$ cat src/rtl/spongent_ctrl_pkg.sv
// Shared encodings for the SPONGENT sequencer: one-hot FSM states and
// absorb/squeeze phase constants.
package spongent_ctrl_pkg;

  localparam int STATE_W = 8;

  typedef enum logic [STATE_W-1:0] {
    S_IDLE       = 8'b0000_0001,
    S_CLEAR      = 8'b0000_0010,
    S_CLEAR_WAIT = 8'b0000_0100,
    S_LOAD       = 8'b0000_1000,
    S_ISSUE      = 8'b0001_0000,
    S_GUARD      = 8'b0010_0000,
    S_WAIT       = 8'b0100_0000,
    S_OUTPUT     = 8'b1000_0000
  } state_t;

  localparam logic PHASE_ABSORB  = 1'b1;
  localparam logic PHASE_SQUEEZE = 1'b0;

  // Digest-block counter width; a single-block digest still needs one bit.
  function automatic int cnt_width(input int n);
    return (n <= 1) ? 1 : $clog2(n);
  endfunction

endpackage

$ cat src/rtl/spongent_rr_arb2.sv
// Two-way round-robin pick: the requester named by ptr wins a tie.
module spongent_rr_arb2 (
  input  logic [1:0] req,
  input  logic       ptr,
  output logic [1:0] pick
);

  always_comb begin
    pick = 2'b00;
    if (req[ptr]) begin
      pick[ptr] = 1'b1;
    end else if (req[!ptr]) begin
      pick[!ptr] = 1'b1;
    end
  end

endmodule

$ cat src/rtl/spongent_ctrl.sv
// Shares one SPONGENT core between two requesters: clear, absorb the message
// block by block, then squeeze and return the digest in rate-sized blocks.
//
// state      | meaning
// IDLE       | no owner; arbitrate among in_valid
// CLEAR      | core_reset asserted for one cycle
// CLEAR_WAIT | core leaves reset
// LOAD       | accept next message block from the owner
// ISSUE      | core_start pulse (absorb or squeeze)
// GUARD      | give core_busy a cycle to rise
// WAIT       | wait for the permutation to finish
// OUTPUT     | present a digest block to the owner
module spongent_ctrl
  import spongent_ctrl_pkg::*;
#(
  parameter int RATE          = 16,
  parameter int DIGEST_BLOCKS = 8
) (
  input  logic              clk,
  input  logic              reset_n,
  input  logic [1:0]        in_valid,
  input  logic [1:0]        in_last,
  input  logic [2*RATE-1:0] in_data,
  output logic [1:0]        in_ready,
  output logic [1:0]        grant,
  output logic [1:0]        out_valid,
  output logic              out_last,
  output logic [RATE-1:0]   out_data,
  input  logic              out_ready,
  output logic              core_reset,
  output logic              core_start,
  output logic              core_msg_avail,
  output logic [RATE-1:0]   core_msg_data,
  input  logic              core_busy,
  input  logic [RATE-1:0]   core_digest
);

  localparam int               CNT_W    = cnt_width(DIGEST_BLOCKS);
  localparam logic [CNT_W-1:0] CNT_LAST = CNT_W'(DIGEST_BLOCKS - 1);

  state_t            state, state_nxt;
  logic              ptr, ptr_nxt;
  logic              g, g_nxt;
  logic              phase, phase_nxt;
  logic              last_r, last_nxt;
  logic [CNT_W-1:0]  cnt, cnt_nxt;
  logic [RATE-1:0]   msg_r, msg_nxt;
  logic [1:0]        pick;
  logic [1:0]        g_onehot;
  logic              sel_valid, sel_last;
  logic [RATE-1:0]   sel_data;
  logic              last_beat;
  logic              clear_fsm;

  spongent_rr_arb2 u_arb (
    .req  (in_valid),
    .ptr  (ptr),
    .pick (pick)
  );

  assign g_onehot  = g ? 2'b10 : 2'b01;
  assign sel_valid = in_valid[g];
  assign sel_last  = in_last[g];
  assign sel_data  = g ? in_data[2*RATE-1:RATE] : in_data[RATE-1:0];
  assign last_beat = (cnt == CNT_LAST);

  // Core must also be held clear while the controller itself is in reset.
  assign core_reset    = !reset_n || clear_fsm;
  assign core_msg_data = msg_r;

  always_ff @(posedge clk or negedge reset_n) begin
    if (!reset_n) begin
      state  <= S_IDLE;
      ptr    <= 1'b0;
      g      <= 1'b0;
      phase  <= PHASE_ABSORB;
      last_r <= 1'b0;
      cnt    <= '0;
      msg_r  <= '0;
    end else begin
      state  <= state_nxt;
      ptr    <= ptr_nxt;
      g      <= g_nxt;
      phase  <= phase_nxt;
      last_r <= last_nxt;
      cnt    <= cnt_nxt;
      msg_r  <= msg_nxt;
    end
  end

  always_comb begin
    state_nxt      = state;
    ptr_nxt        = ptr;
    g_nxt          = g;
    phase_nxt      = phase;
    last_nxt       = last_r;
    cnt_nxt        = cnt;
    msg_nxt        = msg_r;
    grant          = 2'b00;
    in_ready       = 2'b00;
    out_valid      = 2'b00;
    out_last       = 1'b0;
    out_data       = '0;
    core_start     = 1'b0;
    core_msg_avail = 1'b0;
    clear_fsm      = 1'b0;

    unique case (state)
      S_IDLE: begin
        if (|in_valid) begin
          g_nxt     = (pick == 2'b10);
          state_nxt = S_CLEAR;
        end
      end
      S_CLEAR: begin
        grant     = g_onehot;
        clear_fsm = 1'b1;
        state_nxt = S_CLEAR_WAIT;
      end
      S_CLEAR_WAIT: begin
        grant     = g_onehot;
        state_nxt = S_LOAD;
      end
      S_LOAD: begin
        grant    = g_onehot;
        in_ready = g_onehot & {2{sel_valid}};
        if (sel_valid) begin
          msg_nxt   = sel_data;
          last_nxt  = sel_last;
          phase_nxt = PHASE_ABSORB;
          state_nxt = S_ISSUE;
        end
      end
      S_ISSUE: begin
        grant          = g_onehot;
        core_start     = 1'b1;
        core_msg_avail = (phase == PHASE_ABSORB);
        state_nxt      = S_GUARD;
      end
      S_GUARD: begin
        grant     = g_onehot;
        state_nxt = S_WAIT;
      end
      S_WAIT: begin
        grant = g_onehot;
        if (!core_busy) begin
          if (phase == PHASE_ABSORB && !last_r) begin
            state_nxt = S_LOAD;
          end else begin
            state_nxt = S_OUTPUT;
            if (phase == PHASE_ABSORB) cnt_nxt = '0;
          end
        end
      end
      S_OUTPUT: begin
        grant     = g_onehot;
        out_valid = g_onehot;
        out_data  = core_digest;
        out_last  = last_beat;
        if (out_ready) begin
          if (last_beat) begin
            ptr_nxt   = !g;
            state_nxt = S_IDLE;
          end else begin
            cnt_nxt   = cnt + 1'b1;
            phase_nxt = PHASE_SQUEEZE;
            state_nxt = S_ISSUE;
          end
        end
      end
      default: state_nxt = S_IDLE;
    endcase
  end

endmodule
$ cat config.mk
export PLATFORM = sky130hd
export DESIGN_NAME = spongent_ctrl
export DESIGN_NICKNAME = d
export VERILOG_FILES = /design/src/rtl/spongent_ctrl_pkg.sv /design/src/rtl/spongent_rr_arb2.sv /design/src/rtl/spongent_ctrl.sv
export SDC_FILE = /design/constraint.sdc
export NUM_CORES = 1
export LEC_CHECK = 0
export BUFFER_PORTS_ARGS = -buffer_cell sky130_fd_sc_hd__buf_2
export CAP_MARGIN = 20
export CORE_ASPECT_RATIO = 0.7
export CORE_MARGIN = 2
export CORE_UTILIZATION = 49
export DETAILED_ROUTE_END_ITERATION = 8
export GPL_ROUTABILITY_DRIVEN = 0
export PLACE_DENSITY = 0.83
export REMOVE_ABC_BUFFERS = 1
export SLEW_MARGIN = 0
export SYNTH_ARGS = -nofsm -noshare
export SYNTH_HDL_FRONTEND = slang
export SYNTH_SLANG_ARGS = --single-unit
$ cat constraint.sdc
create_clock -name clk -period 6.2 [get_ports clk]
set_input_delay 1.55 -clock clk [delete_from_list [all_inputs] [get_ports clk]]
set_output_delay 1.55 -clock clk [all_outputs]
set_load 0.1 [all_outputs]
== Word-level counts from Yosys, hierarchy flattened ==
Index checks and enable logic that the tools add are counted.

* Register bits: 31
* Bits in latches: 0
* Bits in writable memories: 0
* Memory bits (read-only): 0
* Input bits: 56
* Logic and storage cells: 90
* Memories kept: 0

* Add/sub/neg operators: 1
* $mul: 0
* Div/mod/pow operators: 0
* $lt $le $gt $ge: 5
* Equal/unequal tests: 17
* Shift-type cells: 0
* Multiplexer cells: 41
* Bitwise logic cells: 1
* Reductions and logical operators: 18

{| class="wikitable"
|+ Operators with widths
! kind !! number
|-
| one-hot mux 8 bit (8 select lines) || 1
|-
| 2-to-1 mux 8 bit || 5
|-
| 2-to-1 mux 16 bit || 2
|-
| 2-to-1 mux 1 bit || 17
|-
| 2-to-1 mux 3 bit || 5
|-
| != test 2 bit, second input constant || 7
|-
| 2-to-1 mux 2 bit || 6
|-
| == test 8 x 1 -> 1 bit, second input constant || 1
|-
| == test 8 x 2 -> 1 bit, second input constant || 1
|-
| == test 8 x 3 -> 1 bit, second input constant || 1
|-
| == test 8 x 4 -> 1 bit, second input constant || 1
|-
| == test 8 x 5 -> 1 bit, second input constant || 1
|-
| == test 8 x 6 -> 1 bit, second input constant || 1
|-
| == test 8 x 7 -> 1 bit, second input constant || 1
|-
| == test 8 bit, second input constant || 1
|-
| AND reduction 4 bit || 2
|-
| OR reduction 7 bit || 1
|-
| < comparator 1 x 2 -> 1 bit, second input constant || 3
|-
| one-hot mux 3 bit (2 select lines) || 1
|-
| AND reduction 6 bit || 1
|-
| 2-to-1 mux 5 bit || 1
|-
| logical NOT 1 bit || 4
|-
| AND reduction 2 bit || 2
|-
| nonzero test 2 bit || 2
|-
| 11 further kinds || 15
|}

== Logic depth before layout (Yosys ltp) ==
* Depth after elaboration: 8
* Mapped depth: 7
* Mapped depth without buffers: 7

== Hierarchy ==
Synthesis repeated with hierarchy kept, for this count alone.

* Cells, all modules: 201
* Area total of the unflattened synthesis: 1,831.8 um^2

{| class="wikitable"
|+ By module, submodules not included
! module !! times used !! cells an instance !! area an instance (um^2)
|-
| spongent_ctrl || 1 || 198 || 1,813.0
|-
| spongent_rr_arb2 || 1 || 3 || 18.8
|}

== Worst setup path after synthesis ==
Ideal clock, no wire load.

* Kind: register to output
* From: reg state[3]
* To: out core_msg_avail
* Arrival time: 3.304 ns
* Data required time: 4.650 ns
* Slack: 1.346 ns
* Stages on the path, launching flop included: 5
* Path through: dfrtp_1 > or4_4 > buf_6 > nor2_1 > and2_1

* Longest elaborated chain between the ends: 2

{| class="wikitable"
|+ Ends and longest elaborated chain
! element !! RTL line !! RTL
|-
| from (decl) || spongent_ctrl.sv:41 || <nowiki>state_t state, state_nxt;</nowiki>
|-
| from (signal assigned) || spongent_ctrl.sv:81 || <nowiki>state <= state_nxt;</nowiki>
|-
| == test 8 x 5 -> 1 bit || spongent_ctrl.sv:108 || <nowiki>unique case (state)</nowiki>
|-
| 2-to-1 mux 1 bit || spongent_ctrl.sv:108 ||
|-
| to (decl) || spongent_ctrl.sv:32 || <nowiki>output logic core_msg_avail,</nowiki>
|}

No other way between the ends.

== Final worst setup path ==
* From: in reset_n
* To: out core_reset

* Longest elaborated chain between the ends: 2

{| class="wikitable"
|+ Ends and longest elaborated chain
! element !! RTL line !! RTL
|-
| from (decl) || spongent_ctrl.sv:20 || <nowiki>input logic reset_n,</nowiki>
|-
| logical NOT 1 bit (no line) || -- ||
|-
| logical OR 1 bit || spongent_ctrl.sv:68 || <nowiki>assign core_reset = !reset_n || clear_fsm;</nowiki>
|-
| to (decl) || spongent_ctrl.sv:30 || <nowiki>output logic core_reset,</nowiki>
|}

No other way between the ends.

==> impl_metrics.py <==
metrics = {
    "status": {
        "status": "complete, no violations",
    },
    "timing": {
        "finalCriticalPeriod_ns": 4.166,
        "fin_tns_setup_ns": 0,
        "rsz0062_at_grt": "no",
        "fin_ws_ns": 2.034,
        "fmax_ghz": 0.2401,
        "tightest_slew_ns": 0.6894,
        "skew_ns": 0.001571,
        "relSlewSlack_pct": 53.93,
        "fin_crit_sh_pct": 67.19,
        "slew_viol_final": 0,
        "final-setup-viol-count": 0,
        "finalHoldViolCount": 0,
        "hold_slack_ns": 0.5147,
    },
    "synthesis": {
        "synth_area_um2": 1911,
        "synth_edf_count": 0,
        "synthAdderAreaFrac_pct": 1.310,
        "ys_ff_latch": 31,
        "ys_types": 46,
        "synth_mux_area_share_pct": 11.92,
        "synth-compound-area-share_pct": 13.29,
        "synth_warnings": 0,
        "netlist.area_leader.share_pct": 37.98,
        "synth_ff_type": "dfrtp_1",
        "yosys.area_share.simple_pct": 26.59,
        "synth_xor_area_share_pct": 1.375,
        "synthCells": 205,
        "seq_area_frac_synth_pct": 40.73,
        "syn_avg_cell_area_um2": 9.320,
        "synth_top_family_by_area": "simple AND/OR/NAND/NOR gates",
        "yosys.area.top_type": "dfrtp_1",
        "async_flop_share_pct": 100.0,
        "ys_top_cells_by_area": "dfrtp_1 38%, mux2i_1 10%, a21oi_1 6.0%, nor2_1 5.9%, and2_1 3.6%",
    },
    "placement": {
        "place_ws_ns": 2.000,
        "port_buffers": 97,
        "dp.final_hpwl_mm": 3.314,
    },
    "cells_and_area": {
        "antenna_cells": 0,
        "area_growth_syn_to_layout_pct": 29.73,
        "final_cell_mix": "97 x buf_2, 30 x nor2_1, 29 x dfrtp_1",
        "drive_gt1_share_pct": 42.42,
        "layout_commonest_cell": "buf_2",
        "nNetsFinal": 354,
    },
    "cts": {
        "post-cts-setup-buffers": 0,
        "cts_max_level": 2,
        "cts_buffers": 5,
        "root_buffer": "clkbuf_8",
        "cts_buffer_depth": 2,
        "cts_tree": "yes",
        "clock-sinks": 31,
        "cts-resized-gates": 0,
        "clk_pin_slew_worst_paths_ns": 0.07,
        "hold_buffers": 0,
        "insertion_delay_ns": 0.28,
    },
    "setup_path": {
        "worstPathMaxFanout": 32,
        "cp.arrival_ns": 2.62,
        "rr_startpoint": "state[2]$_DFFE_PN0P_",
        "r2r_cells": 5,
        "startpoint_type": "input pin",
        "startpoint": "reset_n",
        "worstSetupPathType": "in -> out",
        "worstPathRequired_ns": 4.65,
        "endpoint_kind": "primary output",
    },
    "routing": {
        "wl_per_cell_um": 12.70,
        "vias": 1804,
        "ant_nets": 0,
        "routed_wl_mm": 4.407,
        "viasPerCell": 5.199,
        "drtIter0Drc": 76,
        "firstDrtPassIters": 5,
        "drt_drc_violations_left": 0,
    },
    "die": {
        "start_util_pct": 52.69,
        "die_area_um2": 4423,
        "ios": 98,
        "dieWidth_um": 78.64,
        "rows": 18,
        "core_um2": 3626,
        "die_h_um": 56.25,
    },
    "min_path": {
        "holdPathStages": 1,
        "hp-start": "cnt[2]$_DFFE_PN0P_",
        "hold_class": "reg -> reg",
    },
    "grt": {
        "grtUsageTotal_pct": 20.89,
        "antenna_found_initial": 0,
        "grt_max_degree": 36,
        "overflow": 0,
        "grt_pass1_wl_mm": 7.251,
        "first_global_vias": 1652,
    },
    "job": {
        "cap_violations": 0,
    },
    "power": {
        "leakagePower_uw": 0.001341,
        "power_density_nw_per_um2": 529.7,
        "vdd_drop_max_mv": 0.5493,
    },
}
==> cells in the mapped netlist (2+ instances only) <==
master and count:
inv_1 4, nand3_1 2, a22o_1 2, buf_6 2
mux2_2 2, nor2_1 30, nor2b_1 3, and2_1 11
xor2_1 3, ha_1 2, dfrtp_1 29, o21ai_0 5
nor3b_1 2, clkbuf_1 5, nand3b_1 2, a31oi_1 2
nor4_1 3, a21oi_1 23, o22ai_1 2, a32oi_1 2
dfstp_2 2, nand4_1 2, buf_2 7, and3_1 2
nor3_1 4, nand2b_1 2, and2_2 7, nand2_1 7
mux2i_1 19
==> registers in the layout (all words and copies together), names as in the netlist <==
name and cells:
cnt 3, core_msg_data 16, g 1, last_r 1
phase 1, ptr 1, state 8
==> routing by layer <==
layer  global-route usage [%]  vias up  part of all wire [%]  routed length [µm]
met5                        0        -                     0                   0
met4                    7.519        0                  0.88                  39
met3                    4.545        4                   5.9                 261
met2                    31.75       57                    46                2022
met1                    29.32      842                    47                2084
li1                         -      901                     -                   -
==> worst max-delay path: stages <==
cell and delay (ns):
buf_2 0.52, o21ai_0 0.19, buf_2 0.34
==> metrics by stage <==
stage               instances  instance area (µm²)  util (%)  power (µW)
finish                    347                 2479     68.36        1313
floorplan                 191                 1834         -        1010
global route              347                 2479     68.36        1379
global placement          339                 2390     65.91        1149
CTS                       347                 2479     68.36        1316
detailed placement        339                 2390     65.91        1157
==> final timing paths <==
path                                            endpoint  slack (ns)
max in group asynchronous  core_msg_data[15]$_DFFE_PN0P_        4.46
min reg2reg                           cnt[2]$_DFFE_PN0P_        0.51
max reg2reg                core_msg_data[15]$_DFFE_PN0P_        4.01
min in group asynchronous           state[5]$_DFFE_PN0P_        1.30
max                                           core_reset        2.03
min                                   cnt[2]$_DFFE_PN0P_        0.51
==> power breakdown <==
| part | switching, µW | internal [µW] | total, µW |
|---|---|---|---|
| clock network | 77.4 | 77.9 | 155 |
| registers | 64.2 | 282 | 346 |
| logic | 635 | 177 | 811 |
==> final cells by class <==
class	count	area, µm²
Sequential cell	31	778.2
Tap cell	50	62.56
Clock buffer	5	68.82
Clock inverter	3	20.02
Inverter	4	15.01
Multi-Input combinational cell	156	1041
Timing Repair Buffer	98	493.0
Fill cell	298	1147
==> cell families after synthesis <==
family                     count (synthesis)
xor gates and xnor gates                   3
DFF                                       31
muxes                                     22
adders and majority gates                  2
buffers and inverters                     18
and+or+nand+nor                           87
AOI/OAI and AO/OA                         42
Note: power is estimated with default switching activity, not from simulation.
